<file path="src/rtl/muldiv_unit.sv">
// muldiv_unit: iterative unsigned multiplier / divider, one bit per clock.
//   MUL: {ResHi,ResLo} = OpA * OpB (shift-add, WIDTH cycles)
//   DIV: ResLo = OpA / OpB, ResHi = OpA % OpB (restoring, WIDTH cycles)
//   DIV by zero completes immediately: ResLo = all ones, ResHi = OpA, DivZero = 1.
// Ports:
//   clk, rst            clock, synchronous active-high reset
//   Start, Op           request (sampled in IDLE only), 0 = MUL / 1 = DIV
//   OpA, OpB            operands (register-file Data1 / Data2)
//   ResLo, ResHi        results, held from Done until the next Done
//   Busy, Done, DivZero status; Done is a one-cycle pulse
module muldiv_unit #(
   parameter int unsigned WIDTH = 16
) (
   input  logic             clk,
   input  logic             rst,
   input  logic             Start,
   input  logic             Op,
   input  logic [WIDTH-1:0] OpA,
   input  logic [WIDTH-1:0] OpB,
   output logic [WIDTH-1:0] ResLo,
   output logic [WIDTH-1:0] ResHi,
   output logic             Busy,
   output logic             Done,
   output logic             DivZero
);

   localparam int unsigned CNT_W = $clog2(WIDTH) + 1;

   typedef enum logic {IDLE, RUN} state_t;

   state_t             state, state_nxt;
   logic [CNT_W-1:0]   cnt, cnt_nxt;
   logic               op_q, op_nxt;
   logic [WIDTH-1:0]   opd_q, opd_nxt;       // multiplicand (MUL) or divisor (DIV)
   logic [WIDTH-1:0]   acc_hi, acc_hi_nxt;   // partial product high / partial remainder
   logic [WIDTH-1:0]   acc_lo, acc_lo_nxt;   // multiplier bits / dividend -> quotient
   logic [WIDTH-1:0]   res_lo_nxt, res_hi_nxt;
   logic               done_nxt, dz_nxt;

   logic [WIDTH:0]     mul_sum;
   logic [WIDTH:0]     div_shift;
   logic [WIDTH:0]     div_diff;
   logic               div_ge;
   logic [WIDTH-1:0]   iter_hi, iter_lo;

   // One iteration of the selected algorithm on the working registers
   always_comb begin
      mul_sum   = {1'b0, acc_hi} + (acc_lo[0] ? {1'b0, opd_q} : '0);
      div_shift = {acc_hi, acc_lo[WIDTH-1]};
      div_ge    = (div_shift >= {1'b0, opd_q});
      div_diff  = div_ge ? (div_shift - {1'b0, opd_q}) : div_shift;
      if (op_q) begin
         // remainder is always below the divisor, so WIDTH bits suffice
         iter_hi = div_diff[WIDTH-1:0];
         iter_lo = {acc_lo[WIDTH-2:0], div_ge};
      end else begin
         // carry out of the add shifts into the top of the high half
         iter_hi = mul_sum[WIDTH:1];
         iter_lo = {mul_sum[0], acc_lo[WIDTH-1:1]};
      end
   end

   // Next-state and output logic
   always_comb begin
      state_nxt  = state;
      cnt_nxt    = cnt;
      op_nxt     = op_q;
      opd_nxt    = opd_q;
      acc_hi_nxt = acc_hi;
      acc_lo_nxt = acc_lo;
      res_lo_nxt = ResLo;
      res_hi_nxt = ResHi;
      done_nxt   = 1'b0;
      dz_nxt     = DivZero;
      case (state)
         IDLE: begin
            if (Start) begin
               dz_nxt = 1'b0;
               if (Op && (OpB == '0)) begin
                  // divide by zero bypasses RUN entirely
                  res_lo_nxt = '1;
                  res_hi_nxt = OpA;
                  dz_nxt     = 1'b1;
                  done_nxt   = 1'b1;
               end else begin
                  op_nxt     = Op;
                  opd_nxt    = Op ? OpB : OpA;
                  acc_hi_nxt = '0;
                  acc_lo_nxt = Op ? OpA : OpB;
                  cnt_nxt    = '0;
                  state_nxt  = RUN;
               end
            end
         end
         RUN: begin
            acc_hi_nxt = iter_hi;
            acc_lo_nxt = iter_lo;
            cnt_nxt    = cnt + CNT_W'(1);
            if (cnt == CNT_W'(WIDTH - 1)) begin
               res_hi_nxt = iter_hi;
               res_lo_nxt = iter_lo;
               done_nxt   = 1'b1;
               state_nxt  = IDLE;
            end
         end
      endcase
   end

   // State and datapath registers
   always_ff @(posedge clk) begin
      if (rst) begin
         state   <= IDLE;
         cnt     <= '0;
         op_q    <= 1'b0;
         opd_q   <= '0;
         acc_hi  <= '0;
         acc_lo  <= '0;
         ResLo   <= '0;
         ResHi   <= '0;
         Done    <= 1'b0;
         DivZero <= 1'b0;
      end else begin
         state   <= state_nxt;
         cnt     <= cnt_nxt;
         op_q    <= op_nxt;
         opd_q   <= opd_nxt;
         acc_hi  <= acc_hi_nxt;
         acc_lo  <= acc_lo_nxt;
         ResLo   <= res_lo_nxt;
         ResHi   <= res_hi_nxt;
         Done    <= done_nxt;
         DivZero <= dz_nxt;
      end
   end

   assign Busy = (state == RUN);

endmodule

</file>
<file path="config.mk">
export PLATFORM = sky130hd
export DESIGN_NAME = muldiv_unit
export DESIGN_NICKNAME = d
export VERILOG_FILES = /design/src/rtl/muldiv_unit.sv
export SDC_FILE = /design/constraint.sdc
export NUM_CORES = 1
export LEC_CHECK = 0
export ABC_AREA = 0
export CORE_MARGIN = 2
export CORE_UTILIZATION = 58
export DETAILED_ROUTE_END_ITERATION = 7
export DONT_BUFFER_PORTS = 1
export HOLD_SLACK_MARGIN = 0.05
export PLACE_DENSITY = 0.76
export SLEW_MARGIN = 20
export SYNTH_ARGS = -nofsm -noshare
export SYNTH_HDL_FRONTEND = slang
export SYNTH_SLANG_ARGS = --single-unit
</file>
<file path="constraint.sdc">
create_clock -name clk -period 2.91 [get_ports clk]
set_input_delay 0.873 -clock clk [delete_from_list [all_inputs] [get_ports clk]]
set_output_delay 0.873 -clock clk [all_outputs]
set_load 0.05 [all_outputs]
</file>
======== Yosys cells after proc, flatten, opt, wreduce, memory -nomap -nowiden ========
Index checks and enable logic that the tools add are counted.
storage, ports and cells
  register bits ........................... 89
  input bits .............................. 36
  output and inout port bits .............. 35
  logic and storage cells ................. 58
cells by class
  add/sub/neg operators ................... 3
  $lt $le $gt $ge ......................... 1
  equality and inequality tests ........... 5
  multiplexer cells ....................... 31
  bitwise operators ....................... 2
  reductions and logical operators ........ 6
operators by type and width
  operator                                                                  count
  16-bit 2-to-1 mux                                                         16
  16-bit case mux with 2 select lines                                       4
  16-bit by 16-bit adder with 17-bit output                                 1
  17-bit by 16-bit greater-or-equal comparator with 1-bit output            1
  16-bit logical NOT                                                        1
  16-bit subtractor                                                         1
  5-bit 2-to-1 mux                                                          2
  5-bit case mux with 2 select lines                                        1
  1-bit 2-to-1 mux                                                          6
  2-bit inequality test (second input constant)                             3
  3-bit AND reduction                                                       2
  5-bit by 1-bit adder with 5-bit output (second input constant)            1
  5-bit by 4-bit equality test with 1-bit output (second input constant)    1
  1-bit case mux with 2 select lines                                        2
  2-bit AND reduction                                                       2
  2-bit by 1-bit inequality test with 1-bit output (second input constant)  1
  1-bit NOT                                                                 2
  1-bit logical AND                                                         1

======== Longest topological paths before layout ========
  depth in word-level cells ............... 5
  mapped depth ............................ 13
  depth with buffers taken out ............ 13

======== Worst setup path after synthesis ========
Ideal clock, no wire load.
  kind .................................... register to register
  from .................................... register acc_lo[0]
  to ...................................... register ResHi[11]
  library setup time ...................... 0.086 ns
  arrival ................................. 2.661 ns
  required time ........................... 2.824 ns
  path slack .............................. 0.163 ns
  stages on the path, launching flop included .. 14
  path buffers ............................ 1
  period minus slack after synthesis ...... 2.747 ns
  cells stage by stage .................... dfxtp_1 -> clkbuf_1 -> and2_1 -> ha_1 -> fa_1 -> a21oi_1 -> o21ai_0 -> o31ai_1 -> and2_1 -> o221ai_1 -> a21oi_1 -> xnor2_1 -> o21ai_0 -> a211oi_1
between the ends
  longest elaborated chain between the ends .. 5
ends and longest elaborated chain
  element                                    line  RTL
  start: declaration                         36    logic [WIDTH-1:0] acc_lo, acc_lo_nxt;
  start signal: assignment                   128   acc_lo <= acc_lo_nxt;
  16-bit 2-to-1 mux                          48    mul_sum = {1'b0, acc_hi} + (acc_lo[0] ? {1'b0, opd_q} : '0);
  16-bit by 16-bit adder with 17-bit output  48
  16-bit 2-to-1 mux                          52    if (op_q) begin
  16-bit 2-to-1 mux                          99    if (cnt == CNT_W'(WIDTH - 1)) begin
  16-bit case mux with 2 select lines        75    case (state)
  end signal: assignment                     130   ResHi <= res_hi_nxt;
  end: declaration                           21    output logic [WIDTH-1:0] ResHi,
Every way passes these cells. The select of a mux whose other input is x is not followed.
A chain may end at the register's enable or synchronous reset.

======== Final worst setup path ========
  from .................................... register acc_lo[0]
  to ...................................... register ResHi[13]
Same word-level chain as after synthesis.

==> flow_metrics.tcl <==
set metrics [dict create \
    powerDensity_nw_per_um2 433 \
    peakVddDrop_mv 0.371 \
    hold_start "acc_lo[9]" \
    diodes 0 \
    cp-end-kind "flip-flop" \
    status "complete, but fails checks" \
    required_ns 3.19 \
    final.setup.worst_slack_ns -0.0153 \
    tightest_slew_ns 0.735 \
    cts.sinks 89 \
    hold_path_class "reg -> reg" \
    maxCapViolations 0 \
    holdPathEnd "acc_lo[9]" \
    grt_util_all_layers 0.325 \
    crit_type "reg -> reg" \
    power_uw 3120 \
    num_vias 5941 \
    n_fill_cell 765 \
    cp_slowest_cell "fa_2" \
    ys.flop_type "dfxtp_1" \
    reg2reg_depth 13 \
    wl_per_cell_um 19.8 \
    critical_path.max_stage_delay_ns 0.43 \
    fin_crit_sh 1.01 \
    synth_most_common_cell "nor2_1" \
    postSynthCellCount 743 \
    dp_cells 918 \
    seq_area_frac_synth 0.301 \
    grt_pass1_wl_um 28700 \
    fmax_ghz 0.342 \
    first_pass_iters 5 \
    fp.dieW_um 105 \
    area.growth.synth_to_final_pct 21.6 \
    cts_buffers 9 \
    pin_count 71 \
    grt_pass1_vias 5719 \
    multi_input_area_um2 4170 \
    setup_viol 2 \
    start_util 0.602 \
    fin_crit_ns 2.93 \
    violations "setup timing" \
    drt-total-wl_um 18700 \
    final_cells 945 \
    critPathMaxFanout 5 \
    critPathLaunchType "flip-flop" \
    dieArea_um2 11000 \
    row_count 36 \
    leakage_uw 0.00289 \
    rsz0062_at_grt "yes" \
    hold_viol 0 \
    synthDistinctLibCells 65 \
    synth.top_cell.area_share 0.301 \
    grt_max_degree 85 \
    timing.rr.end "ResHi[13]" \
    routed_via_density 6.29 \
    clk_pin_slew_ns 0.09 \
    nets 879 \
    portBuffers 0 \
    drc 0 \
    worstSkewPairLatency_ns 0.38 \
    synth.top_cells.by_area "dfxtp_1, mux2i_1, ha_1" \
    cts_tree "done" \
    whs_path_depth 2 \
    synth_warnings 0 \
    avgSynthCellArea_um2 7.96 \
    crit_arrival_ns 3.20 \
    core_area_um2 9820 \
    maxSlewViolCount 0 \
    gr-total-overflow 0 \
    finalClockSkew_ns 0.0103 \
    relSlewSlack 0.510 \
    ant_nets 0 \
    antenna_found_initial 0 \
    area.sequential_um2 1800 \
    synthesis.nets 815 \
    dp_hpwl_um 13200 \
    ys_ff_latch 89 \
    r2r-start "acc_lo[0]" \
    synthTopCellsByCount "nor2_1, dfxtp_1, nand2_1" \
    clk_path_buf_depth 2 \
    synth_edf_count 0 \
    synth_area_um2 5920 \
    async_flop_share 0 \
    die_h_um 105 \
    r2r_setup_slack_ns -0.02 \
    fin_setup_tns_ns -0.0230 \
    synth_top_area_cell "dfxtp_1" \
    routabilityCongestion 0.972 \
    htree_levels 3 \
    drive_gt1_frac 0.240 \
    crit_chain "and2_1 > ha_2 > fa_2 > a21oi_4 > o21ai_2 > o31ai_2 > buf_4 > nor3_1 > a21oi_1 > xnor2_1 > nand2_1 > and3_4 > o41ai_2" \
    cts-root-buf "clkbuf_8" \
    dr.first_iter.drc_count 501 \
]
-- cells by family after synthesis --
| kind of cell | count (synthesis) | share of synthesized area |
|---|---|---|
| simple gates | 256 | 0.197 |
| xor+xnor | 25 | 0.0370 |
| compound gates | 200 | 0.229 |
| mux | 59 | 0.104 |
| flops | 89 | 0.301 |
| fa+ha+maj | 36 | 0.0787 |
| buf+inv | 78 | 0.0527 |
-- critical path: cells and delay by family, from the launching register on --
kind	cells	cell delay (ns)
flip-flops	1	0.37
adder cells (fa/ha/maj)	2	0.62
AND/OR/NAND/NOR	4	0.51
AO/OA/AOI/OAI	5	1.01
XOR/XNOR	1	0.16
buffers and inverters	1	0.16
-- what timing repair did --
item / 4_1_cts / 5_1_grt
resized for setup: 10 / 59
pin swaps: 3 / 28
hold buffers: 0 / 0
gates cloned: 0 / 1
setup endpoints to repair: 13 / 32
buffers inserted: 0 / 10
-- power breakdown --
group          total, uW  switching [uW]  internal, uW  leakage [uW]
registers           1320            51.0          1270      0.000728
logic                914             482           432       0.00207
clock network        887             463           423     0.0000970
total               3120             997          2120       0.00289
-- per-stage QoR --
step / cell area (um2) / hold slack (ns) / setup slack (ns) / util
finish: 7200 / 0.475 / -0.0153 / 0.733
CTS: 6820 / 0.474 / 0.00594 / 0.695
global route: 7200 / 0.493 / -0.0993 / 0.733
detailed placement: 6580 / 0.462 / -0.375 / 0.670
floorplan: 5920 / 0.444 / 0.163 / -
global placement: 6580 / 0.446 / -0.325 / 0.670
-- final cells by class --
class,count,area share
sequential,89,0.250
tap,133,0.0231
timing repair buffer,98,0.104
inverter,32,0.0170
clock buffer,12,0.0202
multi-input combinational,577,0.579
clock inverter,4,0.00713
-- sequential cells by signal (all words and copies together), names as in the netlist --
name,cells
Done,1
acc_lo,16
DivZero,1
op_q,1
ResHi,16
Busy,1
acc_hi,16
opd_q,16
cnt,5
ResLo,16
-- cells in the final DEF, fill, tap and decap left out, types with 12 or more instances in the layout --
master	instances
nor3_1	26
dfxtp_1	80
mux2i_1	43
a211oi_1	22
mux2_2	13
ha_1	23
o21ai_0	21
inv_1	28
o211ai_1	18
nand2_1	73
a21oi_1	59
buf_4	97
a21o_1	16
nand3_1	15
xor2_1	12
and2_1	18
nor2_1	92
xnor2_1	12
-- metal layers --
layer | vias to the layer above | wire length (um) | GRT usage
li1 | 2782 | - | -
met1 | 2819 | 7620 | 0.425
met2 | 283 | 8910 | 0.521
met3 | 57 | 1550 | 0.0630
met4 | 0 | 654 | 0.141
met5 | - | 0 | 0
-- worst max path at each step --
stage / slack, ns / from / endpoint
3_3_place_gp: -0.32 / OpB[10] / ResHi[6]
5_1_grt: -0.1 / opd_q[10] / ResHi[13]
4_1_cts: 0.006 / acc_lo[0] / ResHi[12]
6_report: -0.02 / acc_lo[0] / ResHi[13]
3_5_place_dp: -0.38 / OpB[10] / ResHi[6]
2_1_floorplan: 0.16 / acc_lo[0] / ResHi[11]
No activity file was read; power rests on OpenSTA's default activity.
